==> src/rtl/gen_lfsr_reg.sv <==
// Galois LFSR generator feeding a small show-ahead FIFO; the LFSR only advances when a value is pushed.
// Optional macro GEN_LFSR_LOCKUP_FIX_EN: never push an all-zero state and recover it to 1 on the next edge.
module gen_lfsr_reg #(
    parameter int                WIDTH    = 32,
    parameter logic [WIDTH-1:0]  TAPS     = WIDTH'(32'h80200003),
    parameter int                DEPTH    = 4,
    parameter logic [WIDTH-1:0]  SEED_RST = WIDTH'(1)
) (
    input  logic                       clk,
    input  logic                       clr,
    input  logic                       en,
    input  logic                       seed_ld,
    input  logic [WIDTH-1:0]           seed,
    input  logic                       rd_en,
    output logic [WIDTH-1:0]           q,
    output logic                       valid,
    output logic [$clog2(DEPTH):0]     count,
    output logic                       lockup
);

    localparam int AW = $clog2(DEPTH);
    localparam int CW = AW + 1;

    logic [WIDTH-1:0] state;
    logic [WIDTH-1:0] next_state;
    logic [WIDTH-1:0] mem [DEPTH];
    logic [AW-1:0]    wptr;
    logic [AW-1:0]    rptr;
    logic             full;
    logic             pop;
    logic             push;
    logic             zero_fix;

    always_comb begin
        next_state = state >> 1;
        if (state[0]) begin
            next_state = (state >> 1) ^ TAPS;
        end
        full = (count == CW'(DEPTH));
        pop  = rd_en & valid & ~seed_ld;
`ifdef GEN_LFSR_LOCKUP_FIX_EN
        zero_fix = (state == '0);
        push     = en & ~seed_ld & (~full | pop) & ~zero_fix;
`else
        zero_fix = 1'b0;
        push     = en & ~seed_ld & (~full | pop);
`endif
    end

    // NOTE: sequential state uses non-blocking assignments so every register samples pre-edge values.
    always_ff @(posedge clk) begin
        if (!clr) begin
            state <= SEED_RST;
            count <= '0;
            wptr  <= '0;
            rptr  <= '0;
        end else if (seed_ld) begin
            state <= seed;
            count <= '0;
            wptr  <= '0;
            rptr  <= '0;
        end else begin
            if (zero_fix) begin
                state <= WIDTH'(1);
            end else if (push) begin
                state <= next_state;
            end
            if (push) begin
                wptr <= wptr + AW'(1);
            end
            if (pop) begin
                rptr <= rptr + AW'(1);
            end
            if (push && !pop) begin
                count <= count + CW'(1);
            end else if (pop && !push) begin
                count <= count - CW'(1);
            end
        end
    end

    // NOTE: storage is deliberately not reset; valid gates q, so stale entries are never observed.
    always_ff @(posedge clk) begin
        if (clr && push) begin
            mem[wptr] <= state;
        end
    end

    assign valid  = (count != '0);
    assign q      = valid ? mem[rptr] : '0;
    assign lockup = (state == '0);

endmodule

==> config.mk <==
export PLATFORM = sky130hd
export DESIGN_NAME = gen_lfsr_reg
export DESIGN_NICKNAME = d
export VERILOG_FILES = /design/src/rtl/gen_lfsr_reg.sv
export SDC_FILE = /design/constraint.sdc
export NUM_CORES = 1
export LEC_CHECK = 0
export CAP_MARGIN = 10
export CORE_MARGIN = 3
export CORE_UTILIZATION = 25
export CTS_BUF_LIST = sky130_fd_sc_hd__clkbuf_8
export DETAILED_ROUTE_END_ITERATION = 6
export PLACE_DENSITY = 0.48
export SYNTH_ARGS = -nofsm -noshare
export SYNTH_HDL_FRONTEND = slang
export SYNTH_SLANG_ARGS = --single-unit
==> constraint.sdc <==
create_clock -name clk -period 2.5 [get_ports clk]
set_input_delay 0.5 -clock clk [delete_from_list [all_inputs] [get_ports clk]]
set_output_delay 0.5 -clock clk [all_outputs]
set_load 0.01 [all_outputs]
## Word-level counts from Yosys, hierarchy flattened

Memories as Yosys holds them, arrays and structs flattened. A register that Yosys moved wholly into a read port is not among the register bits.
Index checks and enable logic that the tools add are counted.

| word-level totals | value |
|---|---|
| register bits | 39 |
| logic and storage cells | 39 |
| input port bits | 37 |
| RAM bits | 128 |
| output and inout port bits | 37 |
| memories kept | 1 |

| operators by class | value |
|---|---|
| bitwise gates (word level) | 9 |
| mux-type cells | 10 |
| equality and inequality tests | 1 |
| reductions and logical operators | 10 |
| $add $sub $neg | 4 |

Memory list:

| memory | depth | bits a word | rd ports | clocked after memory_dff | write ports | RTL line | RTL |
|---|---|---|---|---|---|---|---|
| mem | 4 | 32 | 1 | 1 | 1 | 26 | `logic [WIDTH-1:0] mem [DEPTH];` |

Operator list:

| cell | count |
|---|---|
| two-way mux 32 bit | 4 |
| logical NOT 32 bit | 1 |
| two-way mux 3 bit | 2 |
| adder 2 x 1 -> 2 bit (second input constant) | 2 |
| bitwise AND 1 bit | 4 |
| two-way mux 2 bit | 2 |
| NOT 3 -> 4 bit | 1 |
| nonzero test 2 bit | 2 |
| adder 3 x 1 -> 3 bit (second input constant) | 1 |
| equality test 3 bit (second input constant) | 1 |
| logical AND 1 bit | 3 |
| NOT 1 bit | 3 |
| nonzero test 3 bit | 1 |
| subtractor 3 x 1 -> 3 bit (second input constant) | 1 |
| logical NOT 1 bit | 2 |
| two-way mux 1 bit | 2 |
| OR reduction 2 bit | 1 |
| OR 1 bit | 1 |

## Longest topological paths before layout

Gate-level depths: netlist of the first run.

| depth | value |
|---|---|
| word-level depth | 9 |
| gate-level depth with buffers | 11 |
| depth with buffers taken out | 9 |

## Worst setup path before layout of the first run

No wires, ideal clock.

| timing path | value |
|---|---|
| kind | input to register |
| start point | input rd_en |
| end point | register count[2] |
| path slack | 140 ps |
| library setup time | 70 ps |
| data arrival time | 2290 ps |
| stages on the path | 11 |
| path buffers | 2 |
| data required time | 2430 ps |
| cells stage by stage | or4b_1 buf_2 buf_6 nand2_2 inv_1 ha_1 inv_1 fa_1 xor2_1 or3_1 a21oi_1 |

| between the ends | value |
|---|---|
| longest elaborated chain between the ends | 7 |
| elaborated cells between the ends (all ways) | 10 |
| those cells by class | mux (1); bitwise (4); reduce/logical (5) |

Ends and longest elaborated chain:

| item | RTL line | RTL |
|---|---|---|
| start, declared | 14 | `input logic rd_en,` |
| bitwise AND 1 bit (*) (2 in series) | 40 | `pop = rd_en & valid & ~seed_ld;` |
| OR 1 bit | 46 | `push = en & ~seed_ld & (~full \| pop);` |
| bitwise AND 1 bit | 46 |  |
| logical NOT 1 bit | 76 | `end else if (pop && !push) begin` |
| logical AND 1 bit | 76 |  |
| nonzero test 2 bit (no source line) | -- |  |
| end signal, assigned | 75 | `count <= count + CW'(1);` |
| end signal, assigned | 77 | `count <= count - CW'(1);` |
| end, declared | 17 | `output logic [$clog2(DEPTH):0] count,` |

Mark *: on every way between the ends. The rest lies on a longest branch, timed or not.
A chain may end at the register's enable or synchronous reset.

==> results_dict.tcl, run 1 <==
set metrics [dict create \
    final_common_cell "edfxtp_1" \
    nets 605 \
    rr_endpoint "count[2]" \
    fmax_mhz 412 \
    dominantRegCellSynth "edfxtp_1" \
    nFillCells 2743 \
    setup_ws_ns 0.0737 \
    min_period_ns 2.43 \
    r2r_start "count[1]" \
    dieArea_um2 30400 \
    grt_pass1_wl_mm 27.3 \
    criticalPathCategory "flip-flop to primary output" \
    setup_viol 0 \
    status "finished, final reports clean" \
    avgSynthCellArea_um2 15.6 \
    synth_fa_ha_area_share_pct 1.34 \
    cp.required_ns 2.00 \
    min_to "rptr[1]" \
    cp_cell_sequence "buf_12, buf_4, mux4_2, and2_4, buf_2" \
    netlist_instances 456 \
    arrival_ns 1.93 \
    p_leak_nw 3.05 \
    power.density_nw_per_um2 622 \
    cts-htree-levels 4 \
    ys_warn_count 0 \
    wirelength_mm 17.6 \
    dp_hpwl_mm 11.2 \
    clockBufferDepth 2 \
    rows 61 \
    hold_viol_final 0 \
    skew_ns 0.0118 \
    ys_seq_area_share_pct 65.8 \
    place_ws_ns -0.305 \
    dpl_cell_area_um2 8520 \
    grt_overflow 0 \
    grt_usage_pct 11.9 \
    clock_latency_ns 0.45 \
    ant_nets 0 \
    setup_tns_ns 0 \
    drc 0 \
    ff2ff_setup_slack_ns 0.24 \
    coreArea_um2 27900 \
    cts.sinks 169 \
    clock-root-buffer "clkbuf_8" \
    drv_slew 0 \
    synth_compound_area_share_pct 11.9 \
    ys_types 41 \
    rsz0062_at_grt "true" \
    worstHoldStart "rptr[1]" \
    vias 4340 \
    drv_cap 0 \
    slew_headroom_pct 56.1 \
    die_h_um 174 \
    wl_per_cell_um 18.5 \
    clkTransAtPathRegs_ns 0.09 \
    grt_antenna_before_repair 0 \
    synth_top_family_by_area "compound AO/OA/AOI/OAI gates" \
    ir_drop_uv 291 \
    async_flop_share_pct 0 \
    syn_nets 500 \
    hold_class "flip-flop to flip-flop" \
    drive_gt1_share_pct 31.9 \
    synth_xor_area_share_pct 0.494 \
    io_buffer_count 73 \
    design_area_um2 9070 \
    synthMuxAreaShare_pct 10.3 \
    drtIter0Drc 198 \
    fin_crit_sh_pct 97.1 \
    final_cell_mix "edfxtp_1 (128), dfxtp_1 (40), clkdlybuf4s50_1 (39)" \
    synthesis.area_um2 7090 \
    synthSimpleGateAreaFrac_pct 6.05 \
    whs_ns 0.515 \
    start_util_pct 25.5 \
    tightest_slew_ns 0.658 \
    cts_tree "done" \
    grt_pass1_vias 4558 \
    first_pass_iters 4 \
    cp-start-kind "flip-flop" \
    grt_max_degree 59 \
    diodes 0 \
    area_growth_pct 27.9 \
    via_per_inst 4.56 \
    synth-edff-count 128 \
    crit_path_max_fanout 8 \
    hold_path_depth 2 \
    gp_congestion 0.690 \
    max_stage_delay_ns 0.50 \
    reg2reg_depth 10 \
    endpoint_kind "primary output" \
    ioPinCount 74 \
    cts_made_buffers 17 \
    crit_slowest_cell "mux4_2" \
    synth_seq_cells 169 \
    dieWidth_um 174 \
]
-- what timing repair did --
| item | 4_1_cts | 5_1_grt |
|---|---|---|
| hold buffers | 0 | 0 |
| cloned | 3 | 0 |
| pin swaps | 2 | 4 |
| endpoints found under the setup margin | 34 | 26 |
| setup buffers | 9 | 2 |
| resized for setup | 147 | 27 |
-- critical path: cells and delay by family (launching register included) --
family | cells | cell delay [ns]
multiplexers | 1 | 0.50
flip-flops | 1 | 0.40
buffers and inverters | 3 | 0.40
AND/OR/NAND/NOR | 1 | 0.17
-- cell families after synthesis --
kind of cell	Yosys count
flops	169
compound gates	100
buf+inv	73
simple gates	70
mux	33
fa+ha+maj	7
xor+xnor	4
-- routing by layer --
layer	vias to the layer above	global-route usage, %	wire length, um
li1	1994	-	-
met1	2244	15.2	7810
met2	87	20.3	8930
met3	15	2.97	655
met4	0	3.22	167
met5	-	0	0
-- through the flow --
stage | utilization, % | power (W) | std cells
CTS | 32.5 | 0.00570 | 951
floorplan | - | 0.00343 | 456
finish | 32.6 | 0.00564 | 951
global route | 32.6 | 0.00589 | 951
global placement | 30.6 | 0.00370 | 909
detailed placement | 30.6 | 0.00371 | 909
-- power breakdown --
group / internal, W / switching, W / total, W
clock: 0.000989 / 0.000995 / 0.00198
combinational: 0.000270 / 0.000253 / 0.000523
sequential: 0.00307 / 0.0000622 / 0.00314
-- worst max path at each step --
stage               endpoint      start  cells past startpoint  slack [ns]
floorplan           count[2]      rd_en                     11        0.14
global placement    count[2]      rd_en                     10       -0.20
detailed placement  count[2]      rd_en                     10       -0.31
CTS                    q[18]  flip-flop                      6       -0.03
global route           q[11]  flip-flop                      5       -0.02
finish                  q[0]  flip-flop                      5        0.07
-- final cells by class --
type,instances,area [um^2],area share (%)
sequential,169,4670,51.4
multi-input combinational,214,2220,24.5
timing repair buffer,121,1160,12.8
tap,378,473,5.21
clock buffer,17,234,2.58
clock inverter,14,173,1.90
inverter,38,143,1.57
-- cells in the mapped netlist, drive strengths merged, types with 2 or more instances --
cell,number,area share [%]
a21oi,9,0.63
and3,4,0.35
o221a,3,0.48
nand4,4,0.35
ha,6,1.1
xor2,4,0.49
or3,2,0.18
nor4b,2,0.25
nand3,4,0.28
mux4,32,10
and2,32,2.8
nand2b,4,0.35
dfxtp,41,12
edfxtp,128,54
inv,38,2.0
nor2,4,0.21
a211oi,26,3.2
o21ai,4,0.28
nand2,2,0.14
o21a,26,2.8
clkbuf,24,1.3
buf,11,0.90
nor3,2,0.14
nor4,6,0.53
a32o,26,3.7
-- state kept, by name, indices dropped and copies added (netlist names), named ones only --
register / flops
mem: 128
state: 32
count: 3
rptr: 2
wptr: 2
Note: power is estimated with default switching activity, not from simulation.
==> run 2: changes to the inputs <==
--- a/config.mk
+++ b/config.mk
@@ -10,7 +10,8 @@
 export CORE_UTILIZATION = 25
 export CTS_BUF_LIST = sky130_fd_sc_hd__clkbuf_8
 export DETAILED_ROUTE_END_ITERATION = 6
-export PLACE_DENSITY = 0.48
+export DONT_BUFFER_PORTS = 1
+export PLACE_DENSITY = 0.44
 export SYNTH_ARGS = -nofsm -noshare
 export SYNTH_HDL_FRONTEND = slang
 export SYNTH_SLANG_ARGS = --single-unit
==> run 2 against run 1 <==
Utilization shrank 3.8 points; sequential power is essentially flat; maximum frequency grew 3.5%; final cell count shrank 11%; largest cell class unchanged; clock skew grew 0.0031 ns; die area is the same; hold slack lost 0.35 ns; critical path depth shrank 2; setup slack gained 0.083 ns.
==> results_dict.tcl, run 2 (synthesis results as in run 1) <==
set metrics [dict create \
    setup_viol 0 \
    clock_latency_ns 0.45 \
    ioPinCount 74 \
    status "finished, final reports clean" \
    rsz0062_at_grt "false" \
    ant_nets 0 \
    power.density_nw_per_um2 683 \
    hold_class "input port to flip-flop" \
    grt_pass1_vias 3933 \
    gp_congestion 0.734 \
    cp-start-kind "flip-flop" \
    hold_viol_final 0 \
    clock-root-buffer "clkbuf_8" \
    grt_pass1_wl_mm 26.0 \
    start_util_pct 25.5 \
    io_buffer_count 0 \
    worstHoldStart "clr" \
    cts-htree-levels 4 \
    cp_cell_sequence "buf_4, mux4_2, and2_1" \
    drtIter0Drc 232 \
    grt_antenna_before_repair 0 \
    wl_per_cell_um 19.9 \
    first_pass_iters 4 \
    largest_reg_flops 128 \
    rows 61 \
    largest-register "mem" \
    die_h_um 174 \
    slew_headroom_pct 56.3 \
    cts_made_buffers 17 \
    final_core_utilization_pct 28.8 \
    ir_drop_uv 330 \
    endpoint_kind "primary output" \
    clkTransAtPathRegs_ns 0.09 \
    tightest_slew_ns 0.656 \
    dieArea_um2 30400 \
    wirelength_mm 16.8 \
    grt_max_degree 66 \
    grt_overflow 0 \
    criticalPathCategory "flip-flop to primary output" \
    min_period_ns 2.34 \
    crit_slowest_cell "mux4_2" \
    max_stage_delay_ns 0.56 \
    whs_ns 0.166 \
    dp_hpwl_mm 10.5 \
    skew_ns 0.0149 \
    fmax_mhz 427 \
    arrival_ns 1.84 \
    vias 3866 \
    grt_usage_pct 11.4 \
    cp.required_ns 2.00 \
    use_met1_pct 14.6 \
    final_common_cell "edfxtp_1" \
    grt_busiest_layer "met2" \
    nets 499 \
    cts_setup_buffers 0 \
    final_cell_mix "edfxtp_1 (128), dfxtp_1 (39), inv_1 (38)" \
    clockBufferDepth 2 \
    area_growth_pct 13.1 \
    top_regs "mem: 128 flops, state: 32 flops, count: 3 flops" \
    drv_cap 0 \
    drc 0 \
    cts.sinks 169 \
    met3_usage_pct 3.63 \
    crit_path_max_fanout 10 \
    p_leak_nw 2.49 \
    setup_tns_ns 0 \
    cts_tree "done" \
    grt.met2_usage_pct 18.7 \
    drv_slew 0 \
    fin_crit_sh_pct 93.7 \
    dieWidth_um 174 \
    drive_gt1_share_pct 20.7 \
    via_per_inst 4.56 \
    coreArea_um2 27900 \
    r2r_start "count[2]" \
]
-- run 2: cell type report --
type / instances / area [um^2]
Fill cell: 2785 / 19800
Sequential cell: 169 / 4670
Multi-Input combinational cell: 214 / 2140
Tap cell: 378 / 473
Clock buffer: 18 / 248
Timing Repair Buffer: 15 / 175
Clock inverter: 14 / 169
Inverter: 38 / 143
Antenna cell: 1 / 2.50
-- run 2: worst max-delay path, delay by kind of cell (launching register included) --
kind	cells	cell delay (ns)
mux	1	0.56
flops	1	0.37
buf+inv	1	0.26
simple gates	1	0.21
-- run 2: power by group --
| group | total, W | leakage, nW | internal (W) | switching, W |
|---|---|---|---|---|
| Clock | 0.00204 | 0.210 | 0.00102 | 0.00102 |
| Combinational | 0.000294 | 0.776 | 0.000132 | 0.000162 |
| Sequential | 0.00315 | 1.50 | 0.00308 | 0.0000703 |
-- run 2: timing repair --
item                       in CTS  in global routing
hold buffers                    0                  0
setup endpoints to repair       1                 33
hold endpoints to repair        0                  0
gates resized for setup         1                  2
-- run 2: per-stage QoR --
stage / setup slack, ns / cell area (um^2) / power [W] / std cells
global placement: 0.204 / 7590 / 0.00350 / 814
finish: 0.157 / 8020 / 0.00548 / 847
detailed placement: 0.0941 / 7590 / 0.00352 / 814
floorplan: 0.140 / 7090 / 0.00343 / 456
CTS: 0.0438 / 8010 / 0.00554 / 846
global route: 0.000385 / 8020 / 0.00571 / 846
-- run 2: worst paths after layout --
check	endpoint	slack (ns)	cells after the start
min reg2reg	rptr[1]	0.50	2
max reg2reg	count[2]	0.17	9
min	state[3]	0.17	1
max	q[22]	0.16	3
-- run 2: metal layers --
metal	up-vias	routed length, um
met5	-	0
met2	74	8480
met4	0	172
met3	10	845
met1	2002	7330
li1	1780	-
